===== config.mk =====
export PLATFORM = sky130hd
export DESIGN_NAME = uart_loopback_fifo
export DESIGN_NICKNAME = d
export VERILOG_FILES = /design/src/rtl/uart_loopback_fifo.sv
export SDC_FILE = /design/constraint.sdc
export NUM_CORES = 1
export LEC_CHECK = 0
export CAP_MARGIN = 20
export CORE_MARGIN = 1.5
export CORE_UTILIZATION = 45
export CTS_CLUSTER_SIZE = 25
export DETAILED_ROUTE_END_ITERATION = 6
export GPL_TIMING_DRIVEN = 0
export PLACE_DENSITY = 0.6
export SYNTH_ARGS = -nofsm -noshare
export SYNTH_HDL_FRONTEND = slang
export SYNTH_SLANG_ARGS = --single-unit

===== constraint.sdc =====
create_clock -name i_Clk -period 3.7 [get_ports i_Clk]
set_clock_uncertainty 0.1 [all_clocks]
set_input_delay 0.74 -clock i_Clk [delete_from_list [all_inputs] [get_ports i_Clk]]
set_output_delay 0.74 -clock i_Clk [all_outputs]
set_load 0.01 [all_outputs]

===== src/rtl/uart_loopback_fifo.sv =====
// UART loopback with per-byte transform, FIFO buffering, TX hold and drop accounting.
// uart_rx and uart_tx are the serial endpoints; uart_loopback_fifo is the top.

module uart_rx #(
    parameter int CLKS_PER_BIT = 434
) (
    input  logic       i_Clk,
    input  logic       rst_n,
    input  logic       i_Rx_Serial,
    output logic       o_Rx_DV,
    output logic [7:0] o_Rx_Byte
);
    localparam int CW = $clog2(CLKS_PER_BIT + 1);
    localparam logic [CW-1:0] FULL = CW'(CLKS_PER_BIT - 1);
    localparam logic [CW-1:0] HALF = CW'((CLKS_PER_BIT - 1) / 2);

    typedef enum logic [1:0] {RX_IDLE, RX_START, RX_DATA, RX_STOP} rx_state_t;

    rx_state_t     state_q, state_d;
    logic [1:0]    sync_q, sync_d;
    logic [CW-1:0] clk_cnt_q, clk_cnt_d;
    logic [2:0]    bit_q, bit_d;
    logic [7:0]    byte_q, byte_d;
    logic          dv_q, dv_d;

    always_comb begin
        sync_d    = {sync_q[0], i_Rx_Serial};
        state_d   = state_q;
        clk_cnt_d = clk_cnt_q + 1'b1;
        bit_d     = bit_q;
        byte_d    = byte_q;
        dv_d      = 1'b0;
        case (state_q)
            RX_IDLE: begin
                clk_cnt_d = '0;
                bit_d     = '0;
                if (!sync_q[1]) state_d = RX_START;
            end
            RX_START: if (clk_cnt_q == HALF) begin
                clk_cnt_d = '0;
                state_d   = sync_q[1] ? RX_IDLE : RX_DATA;
            end
            RX_DATA: if (clk_cnt_q == FULL) begin
                clk_cnt_d     = '0;
                byte_d[bit_q] = sync_q[1];
                if (bit_q == 3'd7) state_d = RX_STOP;
                else               bit_d   = bit_q + 1'b1;
            end
            RX_STOP: if (clk_cnt_q == FULL) begin
                dv_d    = 1'b1;
                state_d = RX_IDLE;
            end
            default: state_d = RX_IDLE;
        endcase
    end

    always_ff @(posedge i_Clk or negedge rst_n) begin
        if (!rst_n) begin
            state_q   <= RX_IDLE;
            sync_q    <= '1;
            clk_cnt_q <= '0;
            bit_q     <= '0;
            byte_q    <= '0;
            dv_q      <= 1'b0;
        end else begin
            state_q   <= state_d;
            sync_q    <= sync_d;
            clk_cnt_q <= clk_cnt_d;
            bit_q     <= bit_d;
            byte_q    <= byte_d;
            dv_q      <= dv_d;
        end
    end

    assign o_Rx_DV   = dv_q;
    assign o_Rx_Byte = byte_q;
endmodule

// Deliberately unreset: a frame in flight keeps running through a top-level
// reset and is hidden by the top's output mask until it finishes.
module uart_tx #(
    parameter int CLKS_PER_BIT = 434
) (
    input  logic       i_Clk,
    input  logic       i_Tx_DV,
    input  logic [7:0] i_Tx_Byte,
    output logic       o_Tx_Active,
    output logic       o_Tx_Serial,
    output logic       o_Tx_Done
);
    localparam int CW = $clog2(CLKS_PER_BIT + 1);
    localparam logic [CW-1:0] FULL = CW'(CLKS_PER_BIT - 1);

    typedef enum logic [1:0] {TX_IDLE, TX_START, TX_DATA, TX_STOP} tx_state_t;

    tx_state_t     state_q, state_d;
    logic [CW-1:0] clk_cnt_q, clk_cnt_d;
    logic [2:0]    bit_q, bit_d;
    logic [7:0]    shift_q, shift_d;
    logic          serial_q, serial_d, active_q, active_d, done_q, done_d;

    always_comb begin
        state_d   = state_q;
        clk_cnt_d = clk_cnt_q + 1'b1;
        bit_d     = bit_q;
        shift_d   = shift_q;
        serial_d  = serial_q;
        active_d  = active_q;
        done_d    = 1'b0;
        case (state_q)
            TX_IDLE: begin
                serial_d  = 1'b1;
                clk_cnt_d = '0;
                bit_d     = '0;
                if (i_Tx_DV) begin
                    shift_d  = i_Tx_Byte;
                    active_d = 1'b1;
                    serial_d = 1'b0;
                    state_d  = TX_START;
                end
            end
            TX_START: if (clk_cnt_q == FULL) begin
                clk_cnt_d = '0;
                serial_d  = shift_q[0];
                state_d   = TX_DATA;
            end
            TX_DATA: if (clk_cnt_q == FULL) begin
                clk_cnt_d = '0;
                if (bit_q == 3'd7) begin
                    serial_d = 1'b1;
                    state_d  = TX_STOP;
                end else begin
                    bit_d    = bit_q + 1'b1;
                    shift_d  = shift_q >> 1;
                    serial_d = shift_q[1];
                end
            end
            TX_STOP: if (clk_cnt_q == FULL) begin
                active_d = 1'b0;
                done_d   = 1'b1;
                state_d  = TX_IDLE;
            end
            default: state_d = TX_IDLE;
        endcase
    end

    always_ff @(posedge i_Clk) begin
        state_q   <= state_d;
        clk_cnt_q <= clk_cnt_d;
        bit_q     <= bit_d;
        shift_q   <= shift_d;
        serial_q  <= serial_d;
        active_q  <= active_d;
        done_q    <= done_d;
    end

    assign o_Tx_Active = active_q;
    assign o_Tx_Serial = serial_q;
    assign o_Tx_Done   = done_q;
endmodule

module uart_loopback_fifo #(
    parameter int CLKS_PER_BIT = 434,
    parameter int FIFO_DEPTH   = 16,
    parameter int CNT_W        = 16
) (
    input  logic                          i_Clk,
    input  logic                          rst,
    input  logic                          i_UART_RX,
    output logic                          o_UART_TX,
    input  logic [1:0]                    i_Mode,
    input  logic [7:0]                    i_Key,
    input  logic                          i_Tx_Hold,
    input  logic                          i_Clear_Status,
    output logic [$clog2(FIFO_DEPTH):0]   o_Fifo_Count,
    output logic                          o_Overflow,
    output logic [CNT_W-1:0]              o_Drop_Count
);
    localparam int PTR_W = $clog2(FIFO_DEPTH);
    localparam int CW    = PTR_W + 1;
    localparam logic [CW-1:0] DEPTH_C = CW'(FIFO_DEPTH);

    typedef enum logic [1:0] {S_IDLE, S_SEND, S_WAIT_DONE} state_t;

    state_t           state_q, state_d;
    logic             rx_dv, tx_active, tx_serial, tx_done;
    logic [7:0]       rx_byte;
    logic             xf_dv_q, xf_dv_d;
    logic [7:0]       xf_byte_q, xf_byte_d;
    logic [7:0]       mem_q [FIFO_DEPTH];
    logic [PTR_W-1:0] wr_ptr_q, wr_ptr_d, rd_ptr_q, rd_ptr_d;
    logic [CW-1:0]    count_q, count_d;
    logic             ovf_q, ovf_d;
    logic [CNT_W-1:0] drop_q, drop_d;
    logic             tx_dv_q, tx_dv_d;
    logic [7:0]       tx_byte_q, tx_byte_d;
    logic             mask_q, mask_d;
    logic             push, pop, drop;

    uart_rx #(.CLKS_PER_BIT(CLKS_PER_BIT)) u_rx (
        .i_Clk(i_Clk), .rst_n(rst), .i_Rx_Serial(i_UART_RX),
        .o_Rx_DV(rx_dv), .o_Rx_Byte(rx_byte)
    );

    uart_tx #(.CLKS_PER_BIT(CLKS_PER_BIT)) u_tx (
        .i_Clk(i_Clk), .i_Tx_DV(tx_dv_q), .i_Tx_Byte(tx_byte_q),
        .o_Tx_Active(tx_active), .o_Tx_Serial(tx_serial), .o_Tx_Done(tx_done)
    );

    always_comb begin
        xf_dv_d   = rx_dv;
        xf_byte_d = xf_byte_q;
        if (rx_dv) begin
            case (i_Mode)
                2'b00:   xf_byte_d = rx_byte;
                2'b01:   xf_byte_d = ~rx_byte;
                2'b10:   xf_byte_d = rx_byte ^ i_Key;
                default: xf_byte_d = rx_byte + i_Key;
            endcase
        end
    end

    // A push into a full FIFO is still accepted when the scheduler pops the same cycle.
    always_comb begin
        pop  = (state_q == S_IDLE) && (count_q != '0) && !i_Tx_Hold && !tx_active && !mask_q;
        push = xf_dv_q && ((count_q != DEPTH_C) || pop);
        drop = xf_dv_q && !push;

        wr_ptr_d = push ? wr_ptr_q + 1'b1 : wr_ptr_q;
        rd_ptr_d = pop  ? rd_ptr_q + 1'b1 : rd_ptr_q;
        case ({push, pop})
            2'b10:   count_d = count_q + 1'b1;
            2'b01:   count_d = count_q - 1'b1;
            default: count_d = count_q;
        endcase

        ovf_d  = ovf_q;
        drop_d = drop_q;
        if (i_Clear_Status) begin
            ovf_d  = 1'b0;
            drop_d = '0;
        end
        if (drop) begin
            ovf_d  = 1'b1;
            drop_d = i_Clear_Status ? CNT_W'(1) : ((&drop_q) ? drop_q : drop_q + 1'b1);
        end

        mask_d    = mask_q && tx_active;
        state_d   = state_q;
        tx_dv_d   = 1'b0;
        tx_byte_d = tx_byte_q;
        case (state_q)
            S_IDLE: if (pop) begin
                tx_byte_d = mem_q[rd_ptr_q];
                tx_dv_d   = 1'b1;
                state_d   = S_SEND;
            end
            S_SEND:      state_d = S_WAIT_DONE;
            S_WAIT_DONE: if (tx_done) state_d = S_IDLE;
            default:     state_d = S_IDLE;
        endcase
    end

    always_ff @(posedge i_Clk) begin
        if (push) mem_q[wr_ptr_q] <= xf_byte_q;
    end

    always_ff @(posedge i_Clk or negedge rst) begin
        if (!rst) begin
            state_q   <= S_IDLE;
            xf_dv_q   <= 1'b0;
            xf_byte_q <= '0;
            wr_ptr_q  <= '0;
            rd_ptr_q  <= '0;
            count_q   <= '0;
            ovf_q     <= 1'b0;
            drop_q    <= '0;
            tx_dv_q   <= 1'b0;
            tx_byte_q <= '0;
            mask_q    <= 1'b1;
        end else begin
            state_q   <= state_d;
            xf_dv_q   <= xf_dv_d;
            xf_byte_q <= xf_byte_d;
            wr_ptr_q  <= wr_ptr_d;
            rd_ptr_q  <= rd_ptr_d;
            count_q   <= count_d;
            ovf_q     <= ovf_d;
            drop_q    <= drop_d;
            tx_dv_q   <= tx_dv_d;
            tx_byte_q <= tx_byte_d;
            mask_q    <= mask_d;
        end
    end

    // mask_q is set asynchronously by reset, so the line is forced high during reset too.
    assign o_UART_TX    = (tx_active && !mask_q) ? tx_serial : 1'b1;
    assign o_Fifo_Count = count_q;
    assign o_Overflow   = ovf_q;
    assign o_Drop_Count = drop_q;
endmodule


After elaboration in Yosys (flattened, before gate mapping)
Memories as Yosys holds them, arrays and structs flattened. A register that Yosys moved wholly into a read port is not among the register bits.
Index checks and enable logic that the tools add are counted.
{ "totals": {"out_inout_bits": 23, "ramBits": 128, "in_bits": 15, "regBits": 93, "word_cells": 168, "memories": 1} }
{ "memory_table": {"columns": ["name", "words", "width", "read_ports", "rd_ports_with_merged_regs", "write_ports", "line_no", "source"], "rows": [
  ["mem_q", 16, 8, 1, 1, 1, "190", "logic [7:0] mem_q [FIFO_DEPTH];"]
]} }
{ "op_classes": {"n_mux": 58, "eq_ne": 33, "reduce_logical": 39, "n_addsub": 10, "n_bitwise": 2, "n_lt_le_gt_ge": 2} }
{ "op_table": {"columns": ["operator", "n"], "rows": [
  ["2-to-1 mux 16 bit", 4],
  ["2-to-1 mux 9 bit", 3],
  ["case mux 9 bit (3 select lines)", 1],
  ["2-to-1 mux 2 bit", 13],
  ["2-to-1 mux 8 bit", 3],
  ["case mux 8 bit (3 select lines)", 1],
  ["adder 9 x 1 -> 9 bit, second input constant", 2],
  ["== test 9 bit, second input constant", 2],
  ["inequality test 2 x 1 -> 1 bit, second input constant", 9],
  ["case mux 9 bit (2 select lines)", 1],
  ["2-to-1 mux 1 bit", 17],
  ["adder 16 x 1 -> 16 bit, second input constant", 1],
  ["case mux 2 bit (4 select lines)", 2],
  ["case mux 8 bit (2 select lines)", 1],
  ["AND reduction 16 bit", 1],
  ["== test 2 bit, second input constant", 7],
  ["2-to-1 mux 3 bit", 4],
  ["inequality test 2 bit, second input constant", 6],
  ["case mux 3 bit (2 select lines)", 2],
  ["AND reduction 3 bit", 4],
  ["== test 2 x 1 -> 1 bit, second input constant", 5],
  ["case mux 5 bit (2 select lines)", 1],
  ["AND reduction 5 bit", 2],
  ["nonzero test 2 bit", 5],
  ["26 further kinds", 47]
]} }

Longest topological paths before layout
{ "depth": {"depth_word": 11, "depth_mapped": 10, "ltp_nobuf": 10} }

By module
Synthesis repeated with hierarchy kept, for this count alone.
{ "hier_totals": {"hier_cells": 738, "hier_area_um2": 10482.6} }
{ "by_module_without_submodules": {"columns": ["module", "cells_each", "area_each_um2", "seq_area_each_um2", "instances"], "rows": [
  ["uart_loopback_fifo", 516, 7930.1, 5121.2, 1],
  ["uart_rx", 116, 1317.5, 628.1, 1],
  ["uart_tx", 106, 1234.9, 650.6, 1]
]} }

Worst setup path before layout
Ideal clock, no wire load.
{ "synth_timing": {"kind": "input to register", "start": "in i_Tx_Hold", "end": "reg count_q[4] (netlist: o_Fifo_Count[4])", "path_buffers": 0, "slack_ns": 0.698, "arrival_ns": 2.822, "setup_time_ns": 0.080, "required_time_ns": 3.520, "path_stages": 10, "cell_sequence": "or4_1 -> a211o_1 -> inv_2 -> nand2b_2 -> inv_1 -> ha_1 -> a21o_1 -> a21oi_1 -> mux2i_1 -> xnor2_1"} }
{ "synth_between": {"elab_chain_len": 8, "word_cells_on_any_way": 10, "classes_between": "eq/ne: 2; mux: 1; reduce/logical: 7"} }
{ "synth_rtl": {"columns": ["item", "line_no", "source"], "rows": [
  ["start: declaration", "173", "input logic i_Tx_Hold,"],
  ["zero test 1 bit (*)", "225", "pop = (state_q == S_IDLE) && (count_q != '0) && !i_Tx_Hold && !tx_active && !mask_q;"],
  ["logical AND 1 bit (*) (3 in a row)", "225", null],
  ["logical OR 1 bit", "226", "push = xf_dv_q && ((count_q != DEPTH_C) || pop);"],
  ["logical AND 1 bit", "226", null],
  ["== test 2 x 1 -> 1 bit / == test 2 bit (equally long branches)", "231", "case ({push, pop})"],
  ["case mux 5 bit (2 select lines) / nonzero test 2 bit (equally long branches)", null, null],
  ["end signal: assignment", "287", "count_q <= count_d;"],
  ["end: declaration", "192", "logic [CW-1:0] count_q, count_d;"]
]} }
Mark *: on every way between the ends. The rest lies on a longest branch, timed or not.
A chain may end at the register's enable or synchronous reset.

Worst setup path in the final report
{ "layout_timing": {"start": "in i_Tx_Hold", "end": "mem mem_q[7][6], enable pin"} }
{ "layout_between": {"elab_chain_len": 8} }
{ "layout_rtl": {"columns": ["item", "line_no", "source"], "rows": [
  ["zero test 1 bit", "225", null],
  ["logical AND 1 bit (3 in a row)", "225", null],
  ["logical OR 1 bit", "226", null],
  ["logical AND 1 bit", "226", null],
  ["2-to-1 mux 1 bit", "265", "if (push) mem_q[wr_ptr_q] <= xf_byte_q;"],
  ["2-to-1 mux 1 bit (implied by the code)", "265", null],
  ["end: declaration", "190", null]
]} }
Every way passes these cells.

==> impl_metrics.yaml <==
outcome:
  status: "finished clean"
floorplanning:
  dieWidth_um: 154
  io_pins: 38
  coreArea_um2: 22000
  die_area_um2: 23600
  std_cell_rows: 54
  die_height_um: 154
  start_util: 0.464
pwr:
  power_density_nw_per_um2: 571
  leakage_uw: 0.00454
  ir_drop_uv: 291
critical_path:
  path_max_fanout: 8
  worstSetupPathType: "in -> reg"
  r2r-start: "state_q[0]"
  arrival_ns: 3.43
  timing.rr.end: "mem_q[7][6]"
  critPathCaptureType: "register"
  reg2regPathDepth: 6
  regToRegSetupSlack_ns: 0.51
  crit_path_start_kind: "input port"
  cp.required_ns: 3.73
synth:
  yosys-top-cells-count: "edfxtp_1, dfrtp_1, nor2_1"
  synth_cell_types: 59
  synth_ff_type: "edfxtp_1"
  syn-instance-count: 721
  synth.yosys.seq_area_share: 0.627
  syn_area_um2: 10200
  synth_top_cells_by_area: "edfxtp_1, dfrtp_1, mux4_2"
  synth_top_area_cell: "edfxtp_1"
  syn-num-nets: 769
  yosysMostFrequentCell: "edfxtp_1"
  ys_warn_count: 0
  async_flop_share: 0.332
  syn_avg_cell_area_um2: 14.2
  ys_ff_latch: 229
  synth_top_cell_area_share: 0.420
  synth_edf_count: 143
sta:
  slew_violations: 0
  setup_viol_count_final: 0
  clock.fmax_mhz: 294
  max_slew_margin: 0.328
  fin_crit_ns: 3.40
  worstMarginPinSlew_ns: 1.00
  rsz0062_at_grt: "false"
  fin_crit_sh: 0.919
  hold_violations: 0
clocking:
  cts_tree: "yes"
  cts_sinks: 229
  cts-root-buf: "clkbuf_16"
  clkTransAtPathRegs_ns: 0.06
  clock_latency_ns: 0.52
  post_cts_buffers: 0
  clk_path_buf_depth: 3
  htree_levels: 1
  cts_resized: 0
  numCtsBuffers: 26
  cts_hold_buf: 1
placement:
  gp_congestion: 0.836
  numPortBuffers: 36
  hpwl_um: 13500
  dpl.cell_count: 1042
cells_and_area:
  nFillCells: 1761
  final_nets: 839
  instances_no_fill: 1091
  final_util: 0.536
  syn_to_final_growth_pct: 15.5
  diodes: 0
  drive_gt1_frac: 0.149
hold_path:
  hold-path-cell-count: 0
  hp-start: "u_rx.sync_q[0]"
  hold_end: "u_rx.sync_q[1]"
  holdCritPathClass: "reg -> reg"
grt:
  grt_max_degree: 57
  gr-usage-all-layers: 0.175
  grt_pass1_vias: 6164
  antenna_found_initial: 0
  gr-total-overflow: 0
  grt_pass1_wl_um: 32900
detailed_routing:
  drt_wl_total_um: 20100
  drc: 0
  first_pass_iters: 4
  wl_per_cell_um: 18.5
  vias_per_cell: 5.51
  vias: 6008
  drt_iter0_markers: 339
  ant_nets: 0
job:
  cap_violations: 0
## where the power goes
group	switching [µW]	internal, µW	total (µW)
combinational	687	577	1260
sequential	126	2920	3050
clock	998	1430	2420
total	1810	4930	6740
## state kept, by name (all words and copies together) (netlist names), 2 cells and up, named ones only
signal	cells
o_Drop_Count	16
wr_ptr_q	4
u_rx.sync_q	2
mem_q	128
u_tx.bit_q	3
u_tx.shift_q	8
u_tx.state_q	2
state_q	2
u_rx.o_Rx_Byte	8
rd_ptr_q	4
tx_byte_q	8
u_rx.clk_cnt_q	9
o_Fifo_Count	5
u_tx.clk_cnt_q	9
xf_byte_q	8
u_rx.bit_q	3
## final cells by class
cell class	count	area, µm²	area share
tap	280	350	0.0297
sequential	229	6400	0.543
multi-input combinational	435	3590	0.304
clock buffer	36	719	0.0610
clock inverter	12	86.3	0.00732
inverter	26	97.6	0.00827
buffer	31	131	0.0111
timing repair buffer	42	425	0.0361
## critical path, stage by stage
cell and delay, ns:
clkdlybuf4s50_1 0.40, or4_1 0.57, o211ai_1 0.23, and2_1 0.25
buf_2 0.23, nand2_1 0.19, nor2_1 0.82
## kinds of logic after synthesis
group                    share of synthesized area
buffers and inverters                       0.0224
flip-flops                                   0.627
adder cells (fa/ha/maj)                     0.0419
multiplexers                                 0.119
AND/OR/NAND/NOR                              0.101
XOR/XNOR                                    0.0377
AO/OA/AOI/OAI                               0.0516
## through the flow
stage               TNS (ns)  area, µm²  hold WS [ns]  total power, µW  setup WS (ns)
global route               0      11800         0.263             7030          0.140
global placement      -77.39      10900         0.248             4320         -0.903
finish                     0      11800         0.257             6740          0.298
detailed placement     -5.21      11000         0.250             4390         -0.217
CTS                        0      11800         0.260             6820          0.311
floorplan                  0      10200         0.245             3980          0.698
## layer usage
metal | track usage | vias to the layer above | wire (µm)
met3 | 0.0242 | 34 | 649
li1 | - | 2817 | -
met2 | 0.292 | 116 | 9690
met1 | 0.240 | 3041 | 9320
met4 | 0.0532 | 0 | 473
met5 | 0 | - | 0
## worst max-delay path by stage
stage          cells past startpoint              end  slack [ns]  startpoint
3_3_place_gp                       1     tx_byte_q[7]       -0.90         rst
4_1_cts                            7      mem_q[7][1]        0.31   i_Tx_Hold
5_1_grt                            8      mem_q[2][2]        0.14   i_Tx_Hold
3_5_place_dp                       7      mem_q[7][5]       -0.22   i_Tx_Hold
2_1_floorplan                     10  o_Fifo_Count[4]        0.70   i_Tx_Hold
6_report                           7      mem_q[7][6]        0.30   i_Tx_Hold
## layout by cell type (no fill, tap or decap), types with 17 or more instances in the layout
| cell type | Yosys | layout |
|---|---|---|
| a21oi_1 | 17 | 17 |
| clkbuf_1 | 18 | 26 |
| clkbuf_16 | 0 | 27 |
| clkdlybuf4s50_1 | 0 | 35 |
| dfrtp_1 | 73 | 73 |
| edfxtp_1 | 143 | 143 |
| ha_1 | 31 | 31 |
| inv_1 | 25 | 25 |
| mux2_2 | 24 | 24 |
| mux2i_1 | 22 | 22 |
| mux4_2 | 32 | 32 |
| nand2_1 | 40 | 40 |
| nor2_1 | 67 | 67 |
| xnor2_1 | 33 | 33 |
(Power assumes the default switching activity.)
